### src/rtl/uart_loader_pkg.sv
// Shared types and protocol constants for the UART memory loader.
package uart_loader_pkg;

   typedef enum logic [2:0] {
      S_IDLE,
      S_ADDR,
      S_DATA,
      S_EXEC,
      S_RDWAIT,
      S_RESP,
      S_TXWAIT
   } state_t;

   localparam logic [7:0] CMD_WRITE = 8'h57;
   localparam logic [7:0] CMD_READ  = 8'h52;
   localparam logic [7:0] RSP_OK    = 8'h4B;
   localparam logic [7:0] RSP_ERR   = 8'h3F;

   function automatic logic is_cmd(input logic [7:0] b);
      return (b == CMD_WRITE) || (b == CMD_READ);
   endfunction

endpackage

### src/rtl/uart_loader_byte_shift_reg32.sv
// 32-bit byte shift register: bytes enter at the MSB end and leave from the LSB end.
module byte_shift_reg32 (
   input  logic        i_clk,
   input  logic        i_rst_n,
   input  logic        i_shift,
   input  logic [7:0]  i_byte,
   input  logic        i_load,
   input  logic [31:0] i_load_val,
   output logic [31:0] o_q,
   output logic [7:0]  o_lsb
);

   logic [31:0] r_q;

   // Parallel load wins over shift when both are requested.
   always_ff @(posedge i_clk or negedge i_rst_n) begin
      if (!i_rst_n) begin
         r_q <= '0;
      end else if (i_load) begin
         r_q <= i_load_val;
      end else if (i_shift) begin
         r_q <= {i_byte, r_q[31:8]};
      end
   end

   assign o_q   = r_q;
   assign o_lsb = r_q[7:0];

endmodule

### src/rtl/uart_loader.sv
// UART command responder performing 32-bit word reads/writes on a memory port.
// Optional inter-byte timeout enabled by defining UART_LOADER_TIMEOUT_EN.
module uart_loader
   import uart_loader_pkg::*;
#(
   parameter int unsigned TIMEOUT_CYCLES = 1_000_000
) (
   input  logic        clk,
   input  logic        rst_n,
   input  logic [7:0]  rx_data,
   input  logic        rx_ready,
   output logic [7:0]  tx_data,
   output logic        tx_start,
   input  logic        tx_busy,
   output logic [31:0] mem_addr,
   output logic [31:0] mem_wdata,
   output logic        mem_we,
   output logic        mem_re,
   input  logic [31:0] mem_rdata,
   output logic        busy,
   output logic        err_overrun
);

   state_t      r_state;
   logic [1:0]  r_cnt;
   logic [2:0]  r_rsp_left;
   logic        r_is_write;
   logic [7:0]  r_tx_data;
   logic        r_tx_start;
   logic [31:0] r_mem_addr;
   logic [31:0] r_mem_wdata;
   logic        r_mem_we;
   logic        r_mem_re;
   logic        r_busy;
   logic        r_err_overrun;
`ifdef UART_LOADER_TIMEOUT_EN
   logic [31:0] r_idle_cnt;
`else
   logic        w_unused_timeout;
   assign w_unused_timeout = ^TIMEOUT_CYCLES;
`endif

   logic [31:0] w_addr_q;
   logic [31:0] w_data_q;
   logic [31:0] w_addr_full;
   logic [7:0]  w_unused_addr_lsb;
   logic [7:0]  w_unused_data_lsb;
   logic        w_a_shift;
   logic        w_d_shift;
   logic [7:0]  w_d_byte;
   logic        w_d_load;
   logic [31:0] w_d_val;
   logic        w_tx_fire;
   logic        w_drop;

   byte_shift_reg32 u_addr_sr (
      .i_clk      (clk),
      .i_rst_n    (rst_n),
      .i_shift    (w_a_shift),
      .i_byte     (rx_data),
      .i_load     (1'b0),
      .i_load_val ('0),
      .o_q        (w_addr_q),
      .o_lsb      (w_unused_addr_lsb)
   );

   byte_shift_reg32 u_data_sr (
      .i_clk      (clk),
      .i_rst_n    (rst_n),
      .i_shift    (w_d_shift),
      .i_byte     (w_d_byte),
      .i_load     (w_d_load),
      .i_load_val (w_d_val),
      .o_q        (w_data_q),
      .o_lsb      (w_unused_data_lsb)
   );

   // The data register doubles as the response buffer; single-byte replies are loaded into its LSB.
   always_comb begin
      w_addr_full = {rx_data, w_addr_q[31:8]};
      w_tx_fire   = (r_state == S_RESP) && !tx_busy;
      w_a_shift   = (r_state == S_ADDR) && rx_ready;
      w_d_shift   = ((r_state == S_DATA) && rx_ready) || w_tx_fire;
      w_d_byte    = (r_state == S_DATA) ? rx_data : '0;
      w_drop      = rx_ready && ((r_state == S_EXEC) || (r_state == S_RDWAIT) ||
                                 (r_state == S_RESP) || (r_state == S_TXWAIT));
      w_d_load    = 1'b0;
      w_d_val     = '0;
      case (r_state)
         S_IDLE: begin
            if (rx_ready && !is_cmd(rx_data)) begin
               w_d_load = 1'b1;
               w_d_val  = {24'h0, RSP_ERR};
            end
         end
         S_ADDR: begin
            if (rx_ready && (r_cnt == 2'd3) && (w_addr_full[1:0] != 2'b00)) begin
               w_d_load = 1'b1;
               w_d_val  = {24'h0, RSP_ERR};
            end
         end
         S_EXEC: begin
            if (r_is_write) begin
               w_d_load = 1'b1;
               w_d_val  = {24'h0, RSP_OK};
            end
         end
         S_RDWAIT: begin
            w_d_load = 1'b1;
            w_d_val  = mem_rdata;
         end
         default: ;
      endcase
   end

   always_ff @(posedge clk or negedge rst_n) begin
      if (!rst_n) begin
         r_state       <= S_IDLE;
         r_cnt         <= '0;
         r_rsp_left    <= '0;
         r_is_write    <= 1'b0;
         r_tx_data     <= '0;
         r_tx_start    <= 1'b0;
         r_mem_addr    <= '0;
         r_mem_wdata   <= '0;
         r_mem_we      <= 1'b0;
         r_mem_re      <= 1'b0;
         r_busy        <= 1'b0;
         r_err_overrun <= 1'b0;
`ifdef UART_LOADER_TIMEOUT_EN
         r_idle_cnt    <= '0;
`endif
      end else begin
         r_tx_start <= 1'b0;
         r_mem_we   <= 1'b0;
         r_mem_re   <= 1'b0;
         if (w_drop) begin
            r_err_overrun <= 1'b1;
         end
         case (r_state)
            S_IDLE: begin
`ifdef UART_LOADER_TIMEOUT_EN
               r_idle_cnt <= '0;
`endif
               if (rx_ready) begin
                  r_busy <= 1'b1;
                  r_cnt  <= '0;
                  if (is_cmd(rx_data)) begin
                     r_is_write <= (rx_data == CMD_WRITE);
                     r_state    <= S_ADDR;
                  end else begin
                     r_rsp_left <= 3'd1;
                     r_state    <= S_RESP;
                  end
               end
            end
            S_ADDR: begin
               if (rx_ready) begin
`ifdef UART_LOADER_TIMEOUT_EN
                  r_idle_cnt <= '0;
`endif
                  if (r_cnt == 2'd3) begin
                     r_cnt <= '0;
                     if (w_addr_full[1:0] != 2'b00) begin
                        r_rsp_left <= 3'd1;
                        r_state    <= S_RESP;
                     end else if (r_is_write) begin
                        r_state <= S_DATA;
                     end else begin
                        r_mem_addr <= w_addr_full;
                        r_mem_re   <= 1'b1;
                        r_state    <= S_EXEC;
                     end
                  end else begin
                     r_cnt <= r_cnt + 2'd1;
                  end
               end
`ifdef UART_LOADER_TIMEOUT_EN
               else if (r_idle_cnt == TIMEOUT_CYCLES) begin
                  r_busy  <= 1'b0;
                  r_state <= S_IDLE;
               end else begin
                  r_idle_cnt <= r_idle_cnt + 32'd1;
               end
`endif
            end
            S_DATA: begin
               if (rx_ready) begin
`ifdef UART_LOADER_TIMEOUT_EN
                  r_idle_cnt <= '0;
`endif
                  if (r_cnt == 2'd3) begin
                     r_cnt       <= '0;
                     r_mem_addr  <= w_addr_q;
                     r_mem_wdata <= {rx_data, w_data_q[31:8]};
                     r_mem_we    <= 1'b1;
                     r_state     <= S_EXEC;
                  end else begin
                     r_cnt <= r_cnt + 2'd1;
                  end
               end
`ifdef UART_LOADER_TIMEOUT_EN
               else if (r_idle_cnt == TIMEOUT_CYCLES) begin
                  r_busy  <= 1'b0;
                  r_state <= S_IDLE;
               end else begin
                  r_idle_cnt <= r_idle_cnt + 32'd1;
               end
`endif
            end
            S_EXEC: begin
               r_cnt <= '0;
               if (r_is_write) begin
                  r_rsp_left <= 3'd1;
                  r_state    <= S_RESP;
               end else begin
                  r_state <= S_RDWAIT;
               end
            end
            S_RDWAIT: begin
               r_cnt      <= '0;
               r_rsp_left <= 3'd4;
               r_state    <= S_RESP;
            end
            S_RESP: begin
               if (!tx_busy) begin
                  r_tx_start <= 1'b1;
                  r_tx_data  <= w_data_q[7:0];
                  r_rsp_left <= r_rsp_left - 3'd1;
                  r_cnt      <= '0;
                  r_state    <= S_TXWAIT;
               end
            end
            S_TXWAIT: begin
               // First cycle only covers the transmitter's one-cycle busy latency.
               if (r_cnt == 2'd0) begin
                  r_cnt <= 2'd1;
               end else if (!tx_busy) begin
                  r_cnt <= '0;
                  if (r_rsp_left != 3'd0) begin
                     r_state <= S_RESP;
                  end else begin
                     r_busy  <= 1'b0;
                     r_state <= S_IDLE;
                  end
               end
            end
            default: begin
               r_busy  <= 1'b0;
               r_state <= S_IDLE;
            end
         endcase
      end
   end

   assign tx_data     = r_tx_data;
   assign tx_start    = r_tx_start;
   assign mem_addr    = r_mem_addr;
   assign mem_wdata   = r_mem_wdata;
   assign mem_we      = r_mem_we;
   assign mem_re      = r_mem_re;
   assign busy        = r_busy;
   assign err_overrun = r_err_overrun;

endmodule

### config.mk
export PLATFORM = sky130hd
export DESIGN_NAME = uart_loader
export DESIGN_NICKNAME = d
export VERILOG_FILES = /design/src/rtl/uart_loader_pkg.sv /design/src/rtl/uart_loader_byte_shift_reg32.sv /design/src/rtl/uart_loader.sv
export SDC_FILE = /design/constraint.sdc
export NUM_CORES = 1
export LEC_CHECK = 0
export CAP_MARGIN = 30
export CORE_AREA = 8 8 133 135
export CTS_CLUSTER_DIAMETER = 40
export DETAILED_ROUTE_END_ITERATION = 10
export DIE_AREA = 0 0 141 143
export PLACE_DENSITY = 0.69
export SYNTH_ARGS = -nofsm -noshare
export SYNTH_HDL_FRONTEND = slang
export SYNTH_SLANG_ARGS = --single-unit
### constraint.sdc
create_clock -name clk -period 5.3 [get_ports clk]
set_clock_uncertainty 0.15 [all_clocks]
set_input_delay 1.325 -clock clk [delete_from_list [all_inputs] [get_ports clk]]
set_output_delay 1.325 -clock clk [all_outputs]
set_load 0.1 [all_outputs]
[Word-level counts from Yosys, hierarchy flattened]
Index checks and enable logic that the tools add are counted.
Widths: inputs -> output; s select.
Storage, ports and cells
  logic and storage cells: 136
  input port bits: 44
  output and inout bits: 77
  bits in registers: 150
Operators by class
  equality and inequality tests: 24
  muxes and demuxes: 61
  bitwise gates (word level): 2
  add/sub/neg operators: 2
  reductions and logical operators: 33
Operators by type and width (count)
  $mux 32: 8
  $pmux 32 s4: 1
  $pmux 32 s2: 1
  $mux 3: 18
  $ne 2x2->1 const B: 11
  $pmux 3 s7: 1
  $mux 1: 19
  $eq 8x7->1 const B: 2
  $reduce_and 8->1: 2
  $pmux 3 s5: 1
  $mux 6: 2
  $mux 2: 5
  $pmux 2 s5: 1
  $reduce_bool 5->1: 2
  $eq 3x3->1 const B: 3
  $reduce_and 3->1: 3
  $mux 8: 1
  $ne 2x1->1 const B: 4
  $logic_and 1x1->1: 7
  $mux 7: 1
  $reduce_and 7->1: 1
  $eq 3x2->1 const B: 2
  $reduce_bool 2->1: 3
  $logic_or 1x1->1: 5
  15 further kinds: 18

[Depth between registers and ports, before layout]
  depth after elaboration: 7
  mapped depth: 9

[Hierarchy]
A second synthesis with hierarchy kept.
Second synthesis, totals
  cells, all modules: 659
  area total of the unflattened synthesis: 7676.1 um^2
By module, submodules not included
  uart_loader: seq. area each 2152.1 um^2, times used 1, cells each 365, area an instance 4525.6 um^2
  byte_shift_reg32: seq. area each 800.8 um^2, times used 2, cells each 147, area an instance 1575.3 um^2

[Least setup slack after synthesis]
No wires, ideal clock.
  path kind: input to register
  start: in tx_busy
  end: reg u_data_sr.r_q[14] (netlist: u_data_sr.o_q[14])
  cell stages on the path: 7
  arrival: 2.691 ns
  path buffers: 2
  setup time: 0.121 ns
  data required time: 5.029 ns
  path slack: 2.338 ns
  path through: clkbuf_1 nor2b_1 o31ai_4 a211oi_2 a211o_2 buf_6 o22a_1
On the way
  cells in the longest elaborated chain, start to end: 4
Ends and longest elaborated chain
  start: declaration: line uart_loader.sv:14  | input logic tx_busy,
  $logic_not 1->1
  $logic_and 1x1->1: line uart_loader.sv:81  | w_tx_fire = (r_state == S_RESP) && !tx_busy;
  $logic_or 1x1->1: line uart_loader.sv:83  | w_d_shift = ((r_state == S_DATA) && rx_ready) || w_tx_fire;
  $reduce_bool 2->1 (no line)
  end signal: assignment: line uart_loader_byte_shift_reg32.sv:20  | r_q <= i_load_val;
  end signal: assignment: line uart_loader_byte_shift_reg32.sv:22  | r_q <= {i_byte, r_q[31:8]};
  end: declaration: line uart_loader_byte_shift_reg32.sv:13  | logic [31:0] r_q;
No other way between the ends.
A chain may end at the register's enable or synchronous reset.

[Worst setup path after layout]
  start: reg r_state[2]
  end: reg u_data_sr.r_q[22] (netlist: u_data_sr.o_q[22])
On the way
  cells in the longest elaborated chain, start to end: 4
  elaborated cells on any way between the ends: 13
  those cells by class: 5 x eq/ne; 3 x mux; 5 x reduce/logical
Ends and longest elaborated chain
  start: declaration: line uart_loader.sv:24  | state_t r_state;
  start signal: assignment: line uart_loader.sv:118  | r_state <= S_IDLE;
  start signal: assignment: line uart_loader.sv:150  | r_state <= S_ADDR;
  start signal: assignment: line uart_loader.sv:153  | r_state <= S_RESP;
  parallel branches: the longest is 4 deep, another holds $pmux 32 s4
Parallel ways; which one is timed is not known.

==> impl_metrics.ini <==
[status]
status = finished, final reports clean

[sta]
maximum_clock_frequency_mhz = 281
timing.setup.tns_ns = 0
timing.final.crit_period_ns = 3.56
rsz0062_at_grt = false
hold_viol_final = 0
layout_setup_ws_ns = 1.74
finalSetupViolCount = 0
normalized_max_slew_margin = 0.311
worst_pin_slew_ns = 1.03
maxSlewViolCount = 0
fin_worst_hold_slack_ns = 0.320
timing.final.crit_share = 0.672

[clock_tree]
clock_transition_at_the_registers_of_the_reported_paths_ns = 0.06
cts_root_buf = sky130_fd_sc_hd__clkbuf_16
ctsHoldBuffers = 0
max-clock-path-buffers = 2
postCtsSetupRepairBufs = 0
clk_latency_ns = 0.43
htree_num_levels = 4
cts-buffers-inserted = 17
clock-sinks = 150
tritoncts_clock_tree = done
ctsResizeCount = 0

[drt]
drc = 0
firstDrtPassIters = 4
route.vias.total = 5005
detail_route.iter0.violations = 275
via_per_inst = 5.31
antenna_left = 0
drt_wl_total_mm = 17.1
wl_per_cell_um = 18.1

[critical_path]
r2r_start = r_state[2]$_DFFE_PN0P_
cp_top_family = simple AND/OR/NAND/NOR gates
timing.critical_path.fanout_max = 29
critical_path.cell_chain = nor2b_1, and2_1, or3_1, o21ai_0, o22a_1
worst-setup-path-type = reg -> reg
reg2reg_to = u_data_sr.o_q[22]$_DFFE_PN0P_
worst_path_arrival_time_ns = 3.73
start_kind = register
ff2ff_setup_slack_ns = 1.74
critPathRequiredTime_ns = 5.47
timing.critical_path.slowest_stage_cell = sky130_fd_sc_hd__dfrtp_1
worst_setup_path_end_kind = register
reg2reg_depth = 5
worst_path_largest_cell_delay_ns = 0.89
worstPathBufferInverterCount = 0

[floorplan]
die_h_um = 143
fp.coreArea_mm2 = 0.0156
floorplan.initialDensity = 0.441
placement_rows = 46
die_area_mm2 = 0.0202
io-pin-count = 121
floorplan.die.width_um = 141

[synth]
post_synth_instance_area_mm2 = 0.00688
synth_largest_area_cell = sky130_fd_sc_hd__dfrtp_1
yosys_warnings = 0
synthesis.nets = 653
count_of_state_elements_after_synthesis = 150
synthTopCellsByCount = sky130_fd_sc_hd__dfrtp_1 (150), sky130_fd_sc_hd__nor2_1 (80), sky130_fd_sc_hd__mux2_2 (71)
netlist_instances = 605
synth_enable_flop_cells = 0
most_used_standard_cell_by_instance_count_after_synthesis = sky130_fd_sc_hd__dfrtp_1
ys_types = 58
share_of_the_synthesized_area_in_the_top_cell_type = 0.546
ys_seq_area_frac = 0.546
synthFlopType = sky130_fd_sc_hd__dfrtp_1
post_synth.cell_area_avg_um2 = 11.4
synth_async_sr_flop_share = 1.00
synthTopCellsByArea = sky130_fd_sc_hd__dfrtp_1 (55%), sky130_fd_sc_hd__mux2_2 (12%), sky130_fd_sc_hd__mux2i_1 (4.9%)

[cells_and_area]
n_antenna_cell = 0
num-fill-cells = 1307
multiInputGateArea_mm2 = 0.00289
regArea_mm2 = 0.00375
area_growth_syn_to_layout_pct = 29.6
instances_no_fill = 942
layout.cell_area.non_filler_mm2 = 0.00891
final_nets = 761
fraction_of_layout_cells_with_a_size_suffix_above_1 = 0.179
finalCoreUtilization = 0.572

[placed_design]
dp_cells = 909
post_dp_cell_area_mm2 = 0.00826
placement.io_buffers = 120
gp_congestion = 0.829
pre_cts_slack_ns = 1.36
detailedPlacementHpwl_mm = 11.7

[global_routing]
initial_antenna_violation_count = 0
globalRouteOverflowTotal = 0
grt_pass1_wl_mm = 28.1
maximum_number_of_pins_on_one_net_before_global_route_repair = 67
grt_use_total = 0.177
number_of_global_route_vias_before_repair = 5276

[min_path]
timing.hold.worst.start = err_overrun$_DFFE_PN0P_
whs_endpoint = err_overrun$_DFFE_PN0P_
timing.hold.worst.class = reg -> reg
whs_path_depth = 1

[power]
p_leak_nw = 3.79
worst_ir_drop_vdd_mv = 0.428
power.density_mw_per_mm2 = 699
totalPowerFinal_mw = 6.23

[run]
drv_cap = 0
[worst max path at each step]
stage	start	slack, ns	cells after the start	end
after global placement	rx_ready	1.41	7	mem_addr[14]$_DFFE_PN0P_
after detailed placement	rx_ready	1.36	7	mem_addr[6]$_DFFE_PN0P_
final	r_state[2]$_DFFE_PN0P_	1.74	5	u_data_sr.o_q[22]$_DFFE_PN0P_
after floorplan	tx_busy	2.34	7	u_data_sr.o_q[14]$_DFFE_PN0P_
after CTS	r_state[2]$_DFFE_PN0P_	1.74	5	u_data_sr.o_q[22]$_DFFE_PN0P_
after global routing	r_state[2]$_DFFE_PN0P_	1.38	5	u_data_sr.o_q[20]$_DFFE_PN0P_
[cell type report]
cell class	count	area share
inverters	6	0.00253
well taps	216	0.0303
flip-flops and latches	150	0.421
clock inverters	13	0.0219
clock buffers	19	0.0508
repair buffers	130	0.149
multi-input cells	408	0.324
[registers in the layout (all words and copies together), names as in the netlist, 2 cells and up]
name and flops:
r_cnt 2, mem_wdata 32, tx_data 8, r_rsp_left 3, mem_addr 32, u_data_sr.o_q 32
r_state 3, u_addr_sr.o_q 32
[kinds of logic (layout without fill, tap and decap cells)]
logic type,after synthesis,in the layout,share of synthesized area
AO/OA/AOI/OAI,141,141,0.133
adder cells (fa/ha/maj),4,4,0.00728
buffers and inverters,47,168,0.0375
multiplexers,107,107,0.169
flip-flops,150,150,0.546
AND/OR/NAND/NOR,154,154,0.105
XOR/XNOR,2,2,0.00255
[cells in the final DEF, fill, tap and decap left out, drive strengths merged, types with 2 or more instances in the layout]
master         Yosys  final
nor2              81     81
a31oi              4      4
nand4              2      2
ha                 4      4
a211oi             3      3
mux2i             34     34
nand3              3      3
or3                2      2
o22a              20     20
o21ai             34     34
nor2b              8      8
o221a              3      3
a21oi             51     51
nor3               8      8
buf               28     11
mux2              73     73
clkinv             0      4
dfrtp            150    150
nand2             32     32
clkdlybuf4s50      0    119
inv                6      9
clkbuf            13     19
nand4b             2      2
o21a              15     15
nand4bb            2      2
clkinvlp           0      2
nand2b             4      4
bufinv             0      4
o31ai              2      2
[per-layer routing]
layer,vias to the layer above,track usage,share of wire
met5,-,0,0
met1,2494,0.222,0.44
met3,22,0.0628,0.069
li1,2365,-,-
met4,0,0.0605,0.014
met2,124,0.280,0.48
[power breakdown]
group          leakage [nW]  internal [mW]  total (mW)  switching (mW)
clock network         0.312          0.820        1.32           0.502
registers              1.92           1.58        1.98           0.395
logic                  1.55          0.994        2.93            1.94
Note: power is estimated with default switching activity, not from simulation.
